File: config.mk
export PLATFORM = sky130hd
export DESIGN_NAME = control_fsm
export DESIGN_NICKNAME = d
export VERILOG_FILES = /design/src/rtl/cpu_pkg.sv /design/src/rtl/control_fsm.sv
export SDC_FILE = /design/constraint.sdc
export NUM_CORES = 1
export LEC_CHECK = 0
export CORE_MARGIN = 1.5
export CORE_UTILIZATION = 55
export DETAILED_ROUTE_END_ITERATION = 8
export DONT_BUFFER_PORTS = 1
export PLACE_DENSITY_LB_ADDON = 0.08
export SETUP_SLACK_MARGIN = 0.02
export SYNTH_ARGS = -nofsm -noshare
export SYNTH_HDL_FRONTEND = slang
export SYNTH_SLANG_ARGS = --single-unit
File: constraint.sdc
create_clock -name clk -period 1.5 [get_ports clk]
set_input_delay 0.225 -clock clk [delete_from_list [all_inputs] [get_ports clk]]
set_output_delay 0.225 -clock clk [all_outputs]
set_load 0.02 [all_outputs]
File: src/rtl/cpu_pkg.sv
// Shared definitions for the multicycle RV64I control path: FSM states,
// base opcodes and the encodings of the datapath select fields.
package cpu_pkg;

  typedef enum logic [3:0] {
    S_FETCH,
    S_DECODE,
    S_MEMADDR,
    S_MEMREAD,
    S_MEMWB,
    S_MEMWRITE,
    S_EXECR,
    S_EXECI,
    S_ALUWB,
    S_BRANCH,
    S_JAL,
    S_JALR,
    S_LUI,
    S_TRAP
  } state_t;

  localparam logic [6:0] OP_LOAD   = 7'b0000011;
  localparam logic [6:0] OP_STORE  = 7'b0100011;
  localparam logic [6:0] OP_OP     = 7'b0110011;
  localparam logic [6:0] OP_OP32   = 7'b0111011;
  localparam logic [6:0] OP_IMM    = 7'b0010011;
  localparam logic [6:0] OP_IMM32  = 7'b0011011;
  localparam logic [6:0] OP_BRANCH = 7'b1100011;
  localparam logic [6:0] OP_JAL    = 7'b1101111;
  localparam logic [6:0] OP_JALR   = 7'b1100111;
  localparam logic [6:0] OP_LUI    = 7'b0110111;
  localparam logic [6:0] OP_AUIPC  = 7'b0010111;
  localparam logic [6:0] OP_FENCE  = 7'b0001111;

  localparam logic [2:0] ALU_ADD  = 3'b000;
  localparam logic [2:0] ALU_SUB  = 3'b001;
  localparam logic [2:0] ALU_IR   = 3'b010;
  localparam logic [2:0] ALU_IRW  = 3'b011;

  localparam logic [1:0] SRCA_PC     = 2'b00;
  localparam logic [1:0] SRCA_OLDPC  = 2'b01;
  localparam logic [1:0] SRCA_RS1    = 2'b10;

  localparam logic [1:0] SRCB_RS2    = 2'b00;
  localparam logic [1:0] SRCB_IMM    = 2'b01;
  localparam logic [1:0] SRCB_FOUR   = 2'b10;

  localparam logic [1:0] RES_ALUOUT  = 2'b00;
  localparam logic [1:0] RES_MEM     = 2'b01;
  localparam logic [1:0] RES_ALU     = 2'b10;
  localparam logic [1:0] RES_IMM     = 2'b11;

endpackage

File: src/rtl/control_fsm.sv
// Multicycle RV64I control FSM: sequences fetch, decode, execute, memory
// and writeback steps and drives the datapath select/enable signals.
module control_fsm
  import cpu_pkg::*;
(
  input  logic       clk,
  input  logic       arstn,
  input  logic [6:0] i_op,
  input  logic       i_alu_illegal,
  input  logic       i_mem_done,
  output logic       o_mem_req,
  output logic       o_mem_write,
  output logic       o_addr_src,
  output logic       o_ir_write,
  output logic       o_pc_write,
  output logic       o_reg_write,
  output logic       o_branch,
  output logic       o_illegal_instr,
  output logic [2:0] o_alu_op,
  output logic [1:0] o_alu_src_a,
  output logic [1:0] o_alu_src_b,
  output logic [1:0] o_result_src
);

  state_t state, state_next;

  always_ff @(posedge clk or negedge arstn) begin
    if (!arstn) state <= S_FETCH;
    else        state <= state_next;
  end

  always_comb begin
    state_next      = state;
    o_mem_req       = 1'b0;
    o_mem_write     = 1'b0;
    o_addr_src      = 1'b0;
    o_ir_write      = 1'b0;
    o_pc_write      = 1'b0;
    o_reg_write     = 1'b0;
    o_branch        = 1'b0;
    o_illegal_instr = 1'b0;
    o_alu_op        = ALU_ADD;
    o_alu_src_a     = SRCA_PC;
    o_alu_src_b     = SRCB_RS2;
    o_result_src    = RES_ALUOUT;

    unique case (state)
      S_FETCH: begin
        o_mem_req = 1'b1;
        if (i_mem_done) begin
          o_ir_write   = 1'b1;
          o_pc_write   = 1'b1;
          o_alu_src_b  = SRCB_FOUR;
          o_result_src = RES_ALU;
          state_next   = S_DECODE;
        end
      end
      S_DECODE: begin
        o_alu_src_a = SRCA_OLDPC;
        o_alu_src_b = SRCB_IMM;
        unique case (i_op)
          OP_LOAD, OP_STORE: state_next = S_MEMADDR;
          OP_OP, OP_OP32:    state_next = S_EXECR;
          OP_IMM, OP_IMM32:  state_next = S_EXECI;
          OP_BRANCH:         state_next = S_BRANCH;
          OP_JAL:            state_next = S_JAL;
          OP_JALR:           state_next = S_JALR;
          OP_LUI:            state_next = S_LUI;
          OP_AUIPC:          state_next = S_ALUWB;
          OP_FENCE:          state_next = S_FETCH;
          default:           state_next = S_TRAP;
        endcase
      end
      S_MEMADDR: begin
        o_alu_src_a = SRCA_RS1;
        o_alu_src_b = SRCB_IMM;
        state_next  = (i_op == OP_LOAD) ? S_MEMREAD : S_MEMWRITE;
      end
      S_MEMREAD: begin
        o_mem_req  = 1'b1;
        o_addr_src = 1'b1;
        if (i_mem_done) state_next = S_MEMWB;
      end
      S_MEMWRITE: begin
        o_mem_req   = 1'b1;
        o_addr_src  = 1'b1;
        o_mem_write = 1'b1;
        if (i_mem_done) state_next = S_FETCH;
      end
      S_MEMWB: begin
        o_result_src = RES_MEM;
        o_reg_write  = 1'b1;
        state_next   = S_FETCH;
      end
      S_EXECR, S_EXECI: begin
        o_alu_src_a = SRCA_RS1;
        o_alu_src_b = (state == S_EXECI) ? SRCB_IMM : SRCB_RS2;
        o_alu_op    = i_op[3] ? ALU_IRW : ALU_IR;
        state_next  = i_alu_illegal ? S_TRAP : S_ALUWB;
      end
      S_ALUWB: begin
        o_result_src = RES_ALUOUT;
        o_reg_write  = 1'b1;
        state_next   = S_FETCH;
      end
      S_BRANCH: begin
        o_alu_src_a = SRCA_RS1;
        o_alu_src_b = SRCB_RS2;
        o_alu_op    = ALU_SUB;
        o_branch    = 1'b1;
        state_next  = S_FETCH;
      end
      S_JALR: begin
        o_alu_src_a = SRCA_RS1;
        o_alu_src_b = SRCB_IMM;
        state_next  = S_JAL;
      end
      S_JAL: begin
        o_alu_src_a  = SRCA_OLDPC;
        o_alu_src_b  = SRCB_FOUR;
        o_result_src = RES_ALUOUT;
        o_pc_write   = 1'b1;
        state_next   = S_ALUWB;
      end
      S_LUI: begin
        o_result_src = RES_IMM;
        o_reg_write  = 1'b1;
        state_next   = S_FETCH;
      end
      S_TRAP: begin
        o_illegal_instr = 1'b1;
        state_next      = S_FETCH;
      end
      default: state_next = S_FETCH;
    endcase

    // Reset blanks every output without waiting for the state register,
    // so an in-flight memory request is withdrawn immediately.
    if (!arstn) begin
      o_mem_req       = 1'b0;
      o_mem_write     = 1'b0;
      o_addr_src      = 1'b0;
      o_ir_write      = 1'b0;
      o_pc_write      = 1'b0;
      o_reg_write     = 1'b0;
      o_branch        = 1'b0;
      o_illegal_instr = 1'b0;
      o_alu_op        = '0;
      o_alu_src_a     = '0;
      o_alu_src_b     = '0;
      o_result_src    = '0;
    end
  end

endmodule

==> results_dict.tcl, run 1 <==
set metrics [dict create \
    status "stopped before the end" \
    failing_step "5_1_grt" \
    firstError "[ERROR DPL-0038] Utilization greater than 100%, impossible to legalize" \
    synth_nets 125 \
    synth_compound_area_frac 0.2986 \
    worstEpCategory "primary output" \
    htreeDepth 1 \
    grt_worst_setup_endpoint "o_mem_req" \
    yosys_warnings 0 \
    synthCells 114 \
    synth_top_area_share 0.1365 \
    synth_adder_area_share 0 \
    avgSynthCellArea_um2 6.432 \
    die_x_um 39.51 \
    die_y_um 39.51 \
    synth_area_leader_cell "dfrtp_1" \
    place_area_um2 877.1 \
    synthesis.area_um2 733.2 \
    synth_cell_type_count 37 \
    synth-simple-area-share 0.4164 \
    numPortBuffers 0 \
    synth_area_leaders "dfrtp_1 14%, nor2_1 11%, nand2_1 7.7%" \
    grt_max_degree 11 \
    ys_seq_elements 4 \
    synth_edf_count 0 \
    synth_flop_cell "dfrtp_1" \
    dp_hpwl_mm 1.574 \
    cts.sinks 4 \
    rows 12 \
    synth_top_family_by_area "simple AND/OR/NAND/NOR gates" \
    place_congestion 0.8784 \
    synthArstFlopShare 1.000 \
    place_ws_ns -0.02900 \
    ios 28 \
    initial_core_util 0.6261 \
    synth_mux_area_frac 0.02730 \
    cts_root_buf "clkbuf_4" \
    synth_xor_xnor_area_share 0.02389 \
    ys_seq_area_frac 0.1365 \
    cts_buffers 3 \
    cts.path.max_buffers 2 \
]
[cells in the mapped netlist (all sizes together) (2+ instances only)]
| library cell | number |
|---|---|
| a211oi | 4 |
| a21oi | 9 |
| buf | 5 |
| clkbuf | 7 |
| dfrtp | 4 |
| inv | 2 |
| mux2i | 2 |
| nand2 | 15 |
| nand2b | 6 |
| nor2 | 21 |
| nor2b | 6 |
| nor3b | 5 |
| o21ai | 3 |
| o311ai | 2 |
| o32ai | 2 |
| xor2 | 2 |
[per-stage QoR]
step,instances,util
3_3_place_gp,135,0.7489
2_1_floorplan,114,-
3_5_place_dp,135,0.7489
4_1_cts,149,0.9434
[logic make-up after synthesis]
kind of cell / Yosys count
mux: 2
simple gates: 60
buf+inv: 14
other cells: 1
xor+xnor: 2
compound gates: 31
flops: 4
[timing repair]
action | 4_1_cts
hold endpoints to repair | 4
endpoints found under the setup margin | 16
hold buffers | 1
pin swaps | 19
resized for setup | 38
setup buffers | 10
==> run 2: changes to the inputs <==
==> config.mk (replaced) <==
export PLATFORM = sky130hd
export DESIGN_NAME = control_fsm
export DESIGN_NICKNAME = d
export VERILOG_FILES = /design/src/rtl/cpu_pkg.sv /design/src/rtl/control_fsm.sv
export SDC_FILE = /design/constraint.sdc
export NUM_CORES = 1
export LEC_CHECK = 0
export CORE_AREA = 2 2 63 65
export DETAILED_ROUTE_END_ITERATION = 8
export DIE_AREA = 0 0 65 67
export DONT_BUFFER_PORTS = 1
export PLACE_DENSITY_LB_ADDON = 0.15
export SYNTH_ARGS = -nofsm -noshare
export SYNTH_HDL_FRONTEND = slang
export SYNTH_SLANG_ARGS = --single-unit
==> constraint.sdc (replaced) <==
create_clock -name clk -period 2 [get_ports clk]
set_input_delay 0.3 -clock clk [delete_from_list [all_inputs] [get_ports clk]]
set_output_delay 0.3 -clock clk [all_outputs]
set_load 0.02 [all_outputs]
==> run 2 against run 1 <==
Compared with the run above: the run now ends clean; synthesized cell count is the same; synthesized area is the same.
==> results_dict.tcl, run 2 <==
set metrics [dict create \
    drt-initial-drc-count 17 \
    critPathCaptureType "output pin" \
    cts_tree "done" \
    switchingPower_uw 471.8 \
    avgSynthCellArea_um2 6.432 \
    cts.path.max_buffers 2 \
    pwr-share-seq 0.207 \
    cp-start-kind "register" \
    initial_core_util 0.2033 \
    combPwrFrac 0.617 \
    power_density_nw_per_um2 1096 \
    drcViolationCount 0 \
    rsz0062_at_grt "false" \
    synthesis.area_um2 733.2 \
    mostFrequentLayoutCell "nor2_1" \
    arrival_ns 1.58 \
    max-cap-violations 0 \
    nets 128 \
    synth_top_cells_by_count "21 x nor2_1, 15 x nand2_1, 9 x a21oi_1, 7 x clkbuf_1" \
    ys_seq_area_frac 0.1365 \
    antenna_found_initial 0 \
    largest_reg_flops 4 \
    cts_root_buf "clkbuf_8" \
    die_y_um 67 \
    vias 824 \
    worst_ep_required_time_ns 1.70 \
    ys_seq_elements 4 \
    synth_cell_type_count 37 \
    antenna_cells 0 \
    finalMaxSlewViolations 0 \
    p_leak_nw 0.3169 \
    critical_path.max_fanout 18 \
    cts.clk_slew.worst_paths_ns 0.03 \
    dp_hpwl_mm 1.704 \
    dieArea_um2 4355 \
    wl_per_cell_um 13.71 \
    routed_via_density 5.055 \
    yosysMostFrequentCell "nor2_1" \
    hold_depth 2 \
    worstMarginPinSlew_ns 0.5242 \
    fmax_mhz 532.7 \
    hold_class "input pin to register" \
    finalSetupTns_ns 0 \
    ios 28 \
    grt_pass1_wl_mm 3.346 \
    p_sw_frac 0.5014 \
    die_x_um 65 \
    drive_above_1_share 0.1391 \
    htreeDepth 1 \
    area_growth_pct 17.06 \
    grt_pass1_vias 744 \
    fin_skew_ns 0.001535 \
    stdcell_area_um2 858.3 \
    clk_latency_ns 0.21 \
    status "finished, final reports clean" \
    pwr-share-clk 0.175 \
    p_int_uw 469.1 \
    synth_edf_count 0 \
    grt_use_total 0.09722 \
    setup_viol 0 \
    grt_max_degree 19 \
    cts_buffers 3 \
    largest_register "state" \
    rows 22 \
    synth_area_leaders "dfrtp_1 14%, nor2_1 11%, nand2_1 7.7%" \
    drtPass1Iterations 4 \
    routed_wl_mm 2.234 \
    postCtsSetupRepairBufs 0 \
    final_antenna_net_count 0 \
    core_area_um2 3606 \
    slew_headroom 0.6505 \
    place_area_um2 800.8 \
    numPortBuffers 0 \
    synth_area_leader_cell "dfrtp_1" \
    synth_flop_cell "dfrtp_1" \
    cts.sinks 4 \
    fin_crit_ns 1.877 \
    reg2reg_depth 4 \
    synthArstFlopShare 1.000 \
    period_share 0.9385 \
    place_congestion 0.7013 \
    layout_common_cells "21 x nor2_1, 15 x nand2_1, 9 x a21oi_1, 9 x buf_4" \
    yosys_warnings 0 \
    crit_type "register to output pin" \
    synth_nets 125 \
    synthCells 114 \
    synth_top_area_share 0.1365 \
    hold_violations 0 \
    reg_top3 "state x4" \
    grt_overflow 0 \
    ir_worst_vdd_mv 0.2859 \
]
run 2: cell counts after synthesis:
Identical to the previous run, type by type.
run 2: final cells by class:
cell class / instances / area (µm²)
fillers: 414 / 2748
multi-input cells: 96 / 570.5
flip-flops and latches: 4 / 101.3
repair buffers: 10 / 77.57
well taps: 48 / 60.06
clock buffers: 3 / 41.29
inverters: 2 / 7.507
run 2: final timing paths:
| path | startpoint | to | slack [ns] |
|---|---|---|---|
| worst min register to register | state[2] | state[2] | 0.79 |
| max in group asynchronous | arstn | state[1] | 1.41 |
| min in group asynchronous | arstn | state[2] | 0.38 |
| worst min-delay path | i_op[6] | state[0] | 0.37 |
| worst max register to register | state[1] | state[2] | 0.44 |
| worst max-delay path | state[3] | o_pc_write | 0.12 |
run 2: kinds of logic after synthesis:
group / synth area share
AOI/OAI and AO/OA: 0.2987
xor gates and xnor gates: 0.02390
buffers and inverters: 0.09216
DFF: 0.1365
muxes: 0.02730
other: 0.005115
and+or+nand+nor: 0.4164
run 2: worst max-delay path: stages (launching register included):
cell	delay (ns)
dfrtp_1	0.56
nor2_1	0.27
nand2_1	0.10
a211oi_1	0.26
buf_4	0.18
run 2: through the flow:
step	utilization	cells	hold slack (ns)	power, mW	setup WS [ns]
floorplan	-	114	0.004409	0.6520	0.1066
detailed placement	0.2221	159	0.005007	0.7733	0.2662
global placement	0.2221	159	0.004966	0.7694	0.3431
CTS	0.2363	163	0.3784	0.9480	0.03484
finish	0.2380	163	0.3722	0.9409	0.1229
global route	0.2380	163	0.3853	1.024	0.004441
run 2: power groups by stage:
stage / Clock (mW) / Sequential, mW / Combinational [mW]
2_1_floorplan: 0 / 0.122 / 0.530
3_3_place_gp: 0 / 0.194 / 0.576
3_5_place_dp: 0 / 0.195 / 0.579
4_1_cts: 0.172 / 0.193 / 0.583
5_1_grt: 0.181 / 0.207 / 0.636
6_report: 0.165 / 0.195 / 0.581
run 2: what timing repair did:
action                                  CTS  global route
endpoints found under the setup margin    0             3
hold buffers                              1             0
gates resized for setup                   0             2
endpoints found under the hold margin     4             0
run 2: layer usage:
| metal | vias to the layer above | part of all wire | wire (µm) | global-route usage |
|---|---|---|---|---|
| met5 | - | 0 | 0 | 0 |
| met4 | 0 | 0 | 0 | 0.02394 |
| li1 | 406 | - | - | - |
| met3 | 0 | 0.056 | 125 | 0.02534 |
| met2 | 24 | 0.47 | 1048 | 0.1688 |
| met1 | 394 | 0.47 | 1059 | 0.1190 |
Power figures use the tool's default switching activity.
